File: src/rtl/bcd_counter_n.sv
// rtl/bcd_counter_n.sv - N-digit BCD up/down counter with load, tc and sticky wrap (option: BCD_COUNTER_SATURATE_EN)
module bcd_counter_n #(
    parameter int DIGITS = 2
) (
    input  logic                  ck,
    input  logic                  rs,
    input  logic                  en,
    input  logic                  up,
    input  logic                  ld,
    input  logic [4*DIGITS-1:0]   ld_val,
    output logic [4*DIGITS-1:0]   q,
    output logic                  tc,
    output logic                  wrap
);

    logic [4*DIGITS-1:0] q_cnt;
    logic [4*DIGITS-1:0] q_ld;
    logic                at_max;
    logic                at_min;
    logic                at_lim;
    logic                carry;
    logic [3:0]          dig;
    logic [3:0]          ldig;

    // Ripple the step condition from digit 0 upward: a digit moves only
    // when every lower digit sits at its rollover value for this direction.
    always_comb begin
        q_cnt  = q;
        q_ld   = '0;
        at_max = 1'b1;
        at_min = 1'b1;
        carry  = 1'b1;
        dig    = '0;
        ldig   = '0;
        for (int d = 0; d < DIGITS; d++) begin
            dig  = q[4*d +: 4];
            ldig = ld_val[4*d +: 4];
            q_ld[4*d +: 4] = (ldig > 4'd9) ? 4'd0 : ldig;
            at_max = at_max & (dig == 4'd9);
            at_min = at_min & (dig == 4'd0);
            if (carry) begin
                if (up)
                    q_cnt[4*d +: 4] = (dig == 4'd9) ? 4'd0 : dig + 4'd1;
                else
                    q_cnt[4*d +: 4] = (dig == 4'd0) ? 4'd9 : dig - 4'd1;
            end
            carry = carry & (up ? (dig == 4'd9) : (dig == 4'd0));
        end
    end

    assign at_lim = up ? at_max : at_min;
    assign tc     = en & ~ld & at_lim;

    always_ff @(posedge ck or posedge rs) begin
        if (rs) begin
            q    <= '0;
            wrap <= 1'b0;
        end else if (ld) begin
            q    <= q_ld;
            wrap <= 1'b0;
        end else if (en) begin
            wrap <= wrap | at_lim;
`ifdef BCD_COUNTER_SATURATE_EN
            if (!at_lim)
                q <= q_cnt;
`else
            q <= q_cnt;
`endif
        end
    end

endmodule

File: config.mk
export PLATFORM = sky130hd
export DESIGN_NAME = bcd_counter_n
export DESIGN_NICKNAME = d
export VERILOG_FILES = /design/src/rtl/bcd_counter_n.sv
export SDC_FILE = /design/constraint.sdc
export NUM_CORES = 1
export LEC_CHECK = 0
export CAP_MARGIN = 25
export CORE_UTILIZATION = 50
export CTS_CLUSTER_SIZE = 25
export DETAILED_ROUTE_END_ITERATION = 10
export PLACE_DENSITY = 0.83
export SYNTH_ARGS = -nofsm -noshare
export SYNTH_HDL_FRONTEND = slang
export SYNTH_SLANG_ARGS = --single-unit
export TNS_END_PERCENT = 50
File: constraint.sdc
create_clock -name ck -period 3.5 [get_ports ck]
set_input_delay 0.35 -clock ck [delete_from_list [all_inputs] [get_ports ck]]
set_output_delay 0.35 -clock ck [all_outputs]
set_load 0.05 [all_outputs]
==> summary.txt, run 1 <==
STA
  – Setup TNS: 0 ns
  – RSZ-0062 raised after global routing: false
  – Fmax: 322 MHz
  – Tightest Pin Transition: 0.497 ns
  – Final period util: 88.8%
  – Worst Skew: 0.00764 ns
  – Final hold vios: 0
  – Max_slew headroom: 66.8%
  – Final setup violation count: 0
  – Fin. max-slew vios: 0
  – Min cycle time layout: 3.11 ns

Logic synthesis
  – Synth area leader: dfrtp_1
  – Top-count cell post-synth: o21ai_0
  – Top_reg_cell synth: dfrtp_1
  – Syn avg cell area: 8.53 um2
  – EDFF count, synth: 0
  – Post-synthesis cell count: 98
  – Combinational family with the most area after synthesis: compound AO/OA/AOI/OAI gates
  – Mapped cell area: 836 um2
  – Sequential fraction of the synthesis area: 26.9%
  – Synth Area in Compound Gates: 30.4%
  – Ys Warns: 0
  – Largest cells by area after synthesis: dfrtp_1 (27%), o21ai_0 (6.0%), xnor2_1 (3.1%), nand2b_1 (3.0%), a21boi_0 (2.7%)
  – Synth Area in Adders: 0%
  – Register bit count reported by yosys: 9
  – Async set-or-reset flop fraction in the synthesized netlist: 100%
  – Synth cell count leaders: o21ai_0 (10), dfrtp_1 (9), nor2_1 (6), nand2_1 (5)
  – Cell variety after synth: 45
  – Mux cell area share after synthesis: 1.20%
  – Synth top area share: 26.9%
  – Syn nets: 111
  – Post-Synth Simple-Gate Area: 28.7%
  – XOR/XNOR Fraction of Synth Area: 5.24%

Floorplan
  – Initial Util: 54.2%
  – Row count: 14
  – Chip width: 42.9 um
  – Die ar.: 1840 um2
  – Die Ht: 42.9 um
  – CORE AREA: 1540 um2
  – I/O Pins: 23

Setup path
  – Data arrival, critical path: 2.76 ns
  – Worst-path maximum fanout: 9
  – Crit-path cells: clkdlybuf4s50_1 -> and3_2 -> nand4_1 -> a211oi_1 -> clkdlybuf4s50_1
  – Crit path max-delay family: buffers and inverters
  – CP max stage delay: 0.89 ns
  – CP Data Required Time: 3.15 ns
  – CP Capture Type: output port
  – Reg-to-reg slack, setup: 1.81 ns
  – CP Launch Type: input pin
  – Critical path class: input pin to output port
  – Most frequent cell on the critical path: clkdlybuf4s50_1
  – CP max stage cell: clkdlybuf4s50_1
  – Worst path bufs/invs: 2

Global route
  – Vias in the first global route: 764
  – Largest net degree at the start of global routing: 14
  – Routing usage on met2: 41.5%
  – M1 GR Usage: 29.3%
  – Initial antenna violation count: 0
  – Grt met3 use: 3.83%
  – Global route hottest layer: met2
  – GRT overflow: 0
  – Tot GR Track Use: 23.8%
  – First-pass GRT wire length: 3320 um

Route
  – DRT iter0 DRCs: 17
  – Routed vias: 812
  – Via density: 6.11
  – Antenna viol nets, final: 0
  – Drt pass-1 iters: 4
  – Final wirelength: 1970 um
  – DRC viols: 0
  – Routed length per instance: 14.8 um

Pwr
  – Pleak: 0.424 nW
  – PwrDens: 381 nW/um2
  – Worst vdd ir: 0.000356 V

Placed design
  – Input/output buffers: 22
  – GPL Wtd Cong: 0.849
  – DP HPWL: 1470 um
  – Placed instance area: 1030 um2

CTS
  – Worst skew pair latency: 0.27 ns
  – Num CTS Buffers: 3
  – Root Driver: clkbuf_4
  – CTS H-tree lvls: 1
  – Clk buf depth: 2
  – Reg clk slew, reported paths: 0.07 ns
  – Hold buffers post-CTS: 0
  – Setup bufs post-CTS: 0
  – Post-CTS resize count: 0
  – CTS Sinks: 9
  – CTS tree: built

Cells and area
  – Design area: 1060 um2
  – # diodes: 0
  – Filler instances: 132
  – Layout net count: 131
  – Ratio of cells with drive above 1 in the final layout: 12.0%
  – Layout area overhead: 26.8%

Status
  – Status: complete, no violations

Flow run
  – Max cap viols: 0

Hold path
  – Hold WC Path Type: input pin to async pin
layout by cell type (no fill, tap or decap), drive strengths merged, types with 2 or more instances in the layout:
cell            n
o21ba           2
and3            2
a21boi          3
dfrtp           9
nor4            2
nand2b          4
o21ai          12
nand2           5
nor3            2
nand3           4
nor2b           3
a21o            3
nand4           2
xnor2           3
clkbuf          3
nand3b          2
clkdlybuf4s50  22
xor2            2
a21oi           3
nor2            6
and4b           2
inv             3
a32o            2
metrics by stage:
step | setup WS, ns | hold WS (ns) | std cells | total power, mW | util (%)
detailed placement | 0.480 | 0.535 | 129 | 0.321 | 67.0
global placement | 0.533 | 0.472 | 129 | 0.316 | 67.0
global route | 0.341 | 0.389 | 133 | 0.426 | 68.8
floorplan | 0.677 | 0.178 | 98 | 0.270 | -
finish | 0.392 | 0.337 | 133 | 0.404 | 68.8
CTS | 0.447 | 0.342 | 133 | 0.405 | 68.8
path summary, 6_finish.rpt:
check | start | endpoint | cells after the start
setup / recovery | up | tc | 5
hold / removal | rs | wrap | 2
setup reg to reg | q[4] | wrap | 4
hold reg to reg | wrap | wrap | 1
max in group asynchronous | rs | q[6] | 2
min in group ck | wrap | wrap | 1
worst reg2reg max path: stages (launching register included):
cell and delay [ns]:
dfrtp_1 0.52, nor4_1 0.43, nand2_1 0.10, a211oi_1 0.42, a21o_1 0.15
layer usage:
metal,vias up,part of all wire (%)
met4,0,1.5
met2,25,49
met5,-,0
li1,398,-
met3,4,3.8
met1,385,46
state kept, by name (all words and copies together) (netlist names):
register  flops
wrap          1
q             8
power breakdown:
group | total [mW] | switching [mW] | internal [mW] | leakage, nW
sequential | 0.149 | 0.0336 | 0.115 | 0.116
clock | 0.0835 | 0.0412 | 0.0423 | 0.0177
combinational | 0.171 | 0.0928 | 0.0787 | 0.290
total | 0.404 | 0.168 | 0.236 | 0.424
cells by family (layout without fill, tap and decap cells):
group | count (synthesis) | count (layout)
xor gates and xnor gates | 5 | 5
muxes | 1 | 1
AOI/OAI and AO/OA | 34 | 34
and+or+nand+nor | 38 | 38
buffers and inverters | 11 | 30
DFF | 9 | 9
final cells by class:
cell class | instances | area (um2) | share of cell area (%)
sequential | 9 | 225 | 21.3
inverter | 3 | 11.3 | 1.06
clock buffer | 3 | 22.5 | 2.13
timing repair buffer | 23 | 228 | 21.5
tap | 16 | 20.0 | 1.89
multi-input combinational | 78 | 548 | 51.7
clock inverter | 1 | 5.00 | 0.472
Power figures use the tool's default switching activity.
==> inputs of run 2 (changes only) <==
--- a/config.mk
+++ b/config.mk
@@ -6,10 +6,13 @@
 export NUM_CORES = 1
 export LEC_CHECK = 0
 export CAP_MARGIN = 25
-export CORE_UTILIZATION = 50
+export CELL_PAD_IN_SITES_DETAIL_PLACEMENT = 1
+export CELL_PAD_IN_SITES_GLOBAL_PLACEMENT = 1
+export CORE_ASPECT_RATIO = 0.6
+export CORE_UTILIZATION = 37
 export CTS_CLUSTER_SIZE = 25
 export DETAILED_ROUTE_END_ITERATION = 10
-export PLACE_DENSITY = 0.83
+export PLACE_DENSITY_LB_ADDON = 0.1
 export SYNTH_ARGS = -nofsm -noshare
 export SYNTH_HDL_FRONTEND = slang
 export SYNTH_SLANG_ARGS = --single-unit
==> run 2 against run 1 <==
Worst hold slack gained 0.048 ns. Die area grew 34%. Global-route usage shrank 1.6 points. First-iteration DRC count grew 18%. Utilization shrank 13 points. Final cell count grew 9.8%. Via count grew 0.62%. Sequential share of layout area shrank 0.77 points.
==> summary.txt, run 2 (synthesis gave the netlist of run 1 again) <==
Flow run
  – Max cap viols: 0 (unchanged)

Cells and area
  – Max reg flops: 8 (unchanged)
  – Ratio of cells with drive above 1 in the final layout: 11.9% (was 12.0%)
  – # diodes: 0 (unchanged)
  – Design area: 1100 um2 (was 1060 um2)
  – Commonest non-fill, non-tap cell in the layout: clkdlybuf4s50_1 (unchanged)
  – Largest regs: q (8), wrap (1) (unchanged)
  – Most frequent cells in the layout: clkdlybuf4s50_1 (22), o21ai_0 (10), dfrtp_1 (9) (unchanged)
  – Layout net count: 132 (was 131)
  – Layout area overhead: 31.6% (was 26.8%)
  – Biggest register: q (unchanged)

STA
  – Fin. max-slew vios: 0 (unchanged)
  – Fmax: 322 MHz (about the same)
  – PnR worst setup slack: 0.390 ns (was 0.392 ns)
  – Worst hold margin: 0.384 ns (was 0.337 ns)
  – Final period util: 88.9% (was 88.8%)
  – Final setup violation count: 0 (unchanged)
  – Setup TNS: 0 ns (unchanged)
  – Min cycle time layout: 3.11 ns (about the same)
  – Max_slew headroom: 66.1% (was 66.8%)
  – RSZ-0062 raised after global routing: false (unchanged)
  – Final hold vios: 0 (unchanged)
  – Worst Skew: 0.00130 ns (was 0.00764 ns)
  – Tightest Pin Transition: 0.505 ns (was 0.497 ns)

CTS
  – Hold buffers post-CTS: 0 (unchanged)
  – Worst skew pair latency: 0.23 ns (was 0.27 ns)
  – Reg clk slew, reported paths: 0.04 ns (was 0.07 ns)
  – Num CTS Buffers: 3 (unchanged)
  – Clk buf depth: 2 (unchanged)
  – Post-CTS resize count: 0 (unchanged)
  – CTS tree: built (unchanged)
  – Root Driver: clkbuf_8 (was clkbuf_4)
  – Setup bufs post-CTS: 0 (unchanged)
  – CTS H-tree lvls: 1 (unchanged)
  – CTS Sinks: 9 (unchanged)

Global route
  – Largest net degree at the start of global routing: 16 (was 14)
  – Vias in the first global route: 777 (was 764)
  – Tot GR Track Use: 22.2% (was 23.8%)
  – GRT overflow: 0 (unchanged)
  – First-pass GRT wire length: 3940 um (was 3320 um)
  – Initial antenna violation count: 0 (unchanged)

Setup path
  – Most frequent cell on the critical path: clkdlybuf4s50_1 (unchanged)
  – Crit path max-delay family: buffers and inverters (unchanged)
  – Critical path class: input pin to output port (unchanged)
  – R2r startpoint: q[5] (was q[4])
  – CP max stage delay: 0.90 ns (was 0.89 ns)
  – Crit-path cells: clkdlybuf4s50_1 -> or3b_4 -> a211oi_1 -> clkdlybuf4s50_1 (was clkdlybuf4s50_1 -> and3_2 -> nand4_1 -> a211oi_1 -> clkdlybuf4s50_1)
  – Data arrival, critical path: 2.76 ns (about the same)
  – FF-to-FF path depth: 4 (unchanged)
  – CP Launch Type: input pin (unchanged)
  – CP max stage cell: clkdlybuf4s50_1 (unchanged)
  – Reg-to-reg slack, setup: 1.74 ns (was 1.81 ns)
  – CP Data Required Time: 3.15 ns (about the same)
  – Worst path bufs/invs: 2 (unchanged)
  – Worst r2r dst: wrap (unchanged)
  – Worst-path maximum fanout: 8 (was 9)
  – WP depth: 4 (was 5)
  – CP Capture Type: output port (unchanged)

Floorplan
  – Initial Util: 42.2% (was 54.2%)
  – Chip width: 63.4 um (was 42.9 um)
  – CORE AREA: 1980 um2 (was 1540 um2)
  – Row count: 12 (was 14)
  – I/O Pins: 23 (unchanged)
  – Die ar.: 2460 um2 (was 1840 um2)
  – Die Ht: 38.8 um (was 42.9 um)

Placed design
  – Placed instance area: 1050 um2 (was 1030 um2)
  – Setup WS pre-CTS: 0.461 ns (was 0.480 ns)
  – GPL Wtd Cong: 0.777 (was 0.849)
  – Input/output buffers: 22 (unchanged)
  – DP HPWL: 1760 um (was 1470 um)

Pwr
  – Post-layout power: 449 uW (was 404 uW)
  – PwrDens: 408 nW/um2 (was 381 nW/um2)
  – Pleak: 0.433 nW (was 0.424 nW)
  – Worst vdd ir: 0.000238 V (was 0.000356 V)

Route
  – Via density: 5.60 (was 6.11)
  – Routed vias: 817 (was 812)
  – Routed length per instance: 16.2 um (was 14.8 um)
  – Antenna viol nets, final: 0 (unchanged)
  – Final wirelength: 2370 um (was 1970 um)
  – DRT iter0 DRCs: 20 (was 17)
  – DRC viols: 0 (unchanged)
  – Drt pass-1 iters: 4 (unchanged)

Status
  – Status: complete, no violations (unchanged)

Hold path
  – Hold WC Path Type: input pin to async pin (unchanged)
run 2: cell types whose count changed in the layout (fill, tap and decap cells not counted), sizes merged:
cell,delta
buf,+1
clkbuf,+1
clkinv,-1
run 2: worst max-delay path by stage:
stage	start	endpoint	slack (ns)
2_1_floorplan	q[3]	tc	0.68
3_3_place_gp	en	tc	0.51
3_5_place_dp	en	tc	0.46
4_1_cts	en	tc	0.44
5_1_grt	q[5]	tc	0.35
6_report	en	tc	0.39
run 2: metrics by stage:
stage,utilization [%],cells
2_1_floorplan,-,98
3_3_place_gp,53.2,142
3_5_place_dp,53.2,142
4_1_cts,55.5,146
5_1_grt,55.5,146
6_report,55.5,146
run 2: metal layers:
metal  track usage, %  up-vias  wire length, um
met5                0        -                0
met4             5.11        0               21
met3             5.59        4              117
met2             33.8       24              985
met1             31.2      387             1240
li1                 -      402                -
run 2: worst reg2reg max path, cell delays in order (launching register included):
cell	delay (ns)
dfrtp_1	0.52
nor4_1	0.45
nand2_1	0.10
a211oi_1	0.48
a21o_1	0.14
run 2: report_power, final:
part,internal (mW),total (mW),switching [mW]
Combinational,0.0796,0.177,0.0970
Sequential,0.116,0.151,0.0356
Clock,0.0794,0.121,0.0413
Total,0.275,0.449,0.174
run 2: cell type report:
cell class / count / area [um2]
flip-flops and latches: 9 / 225
multi-input cells: 78 / 548
fillers: 239 / 882
well taps: 28 / 35.0
inverters: 3 / 11.3
repair buffers: 24 / 235
clock buffers: 4 / 45.0
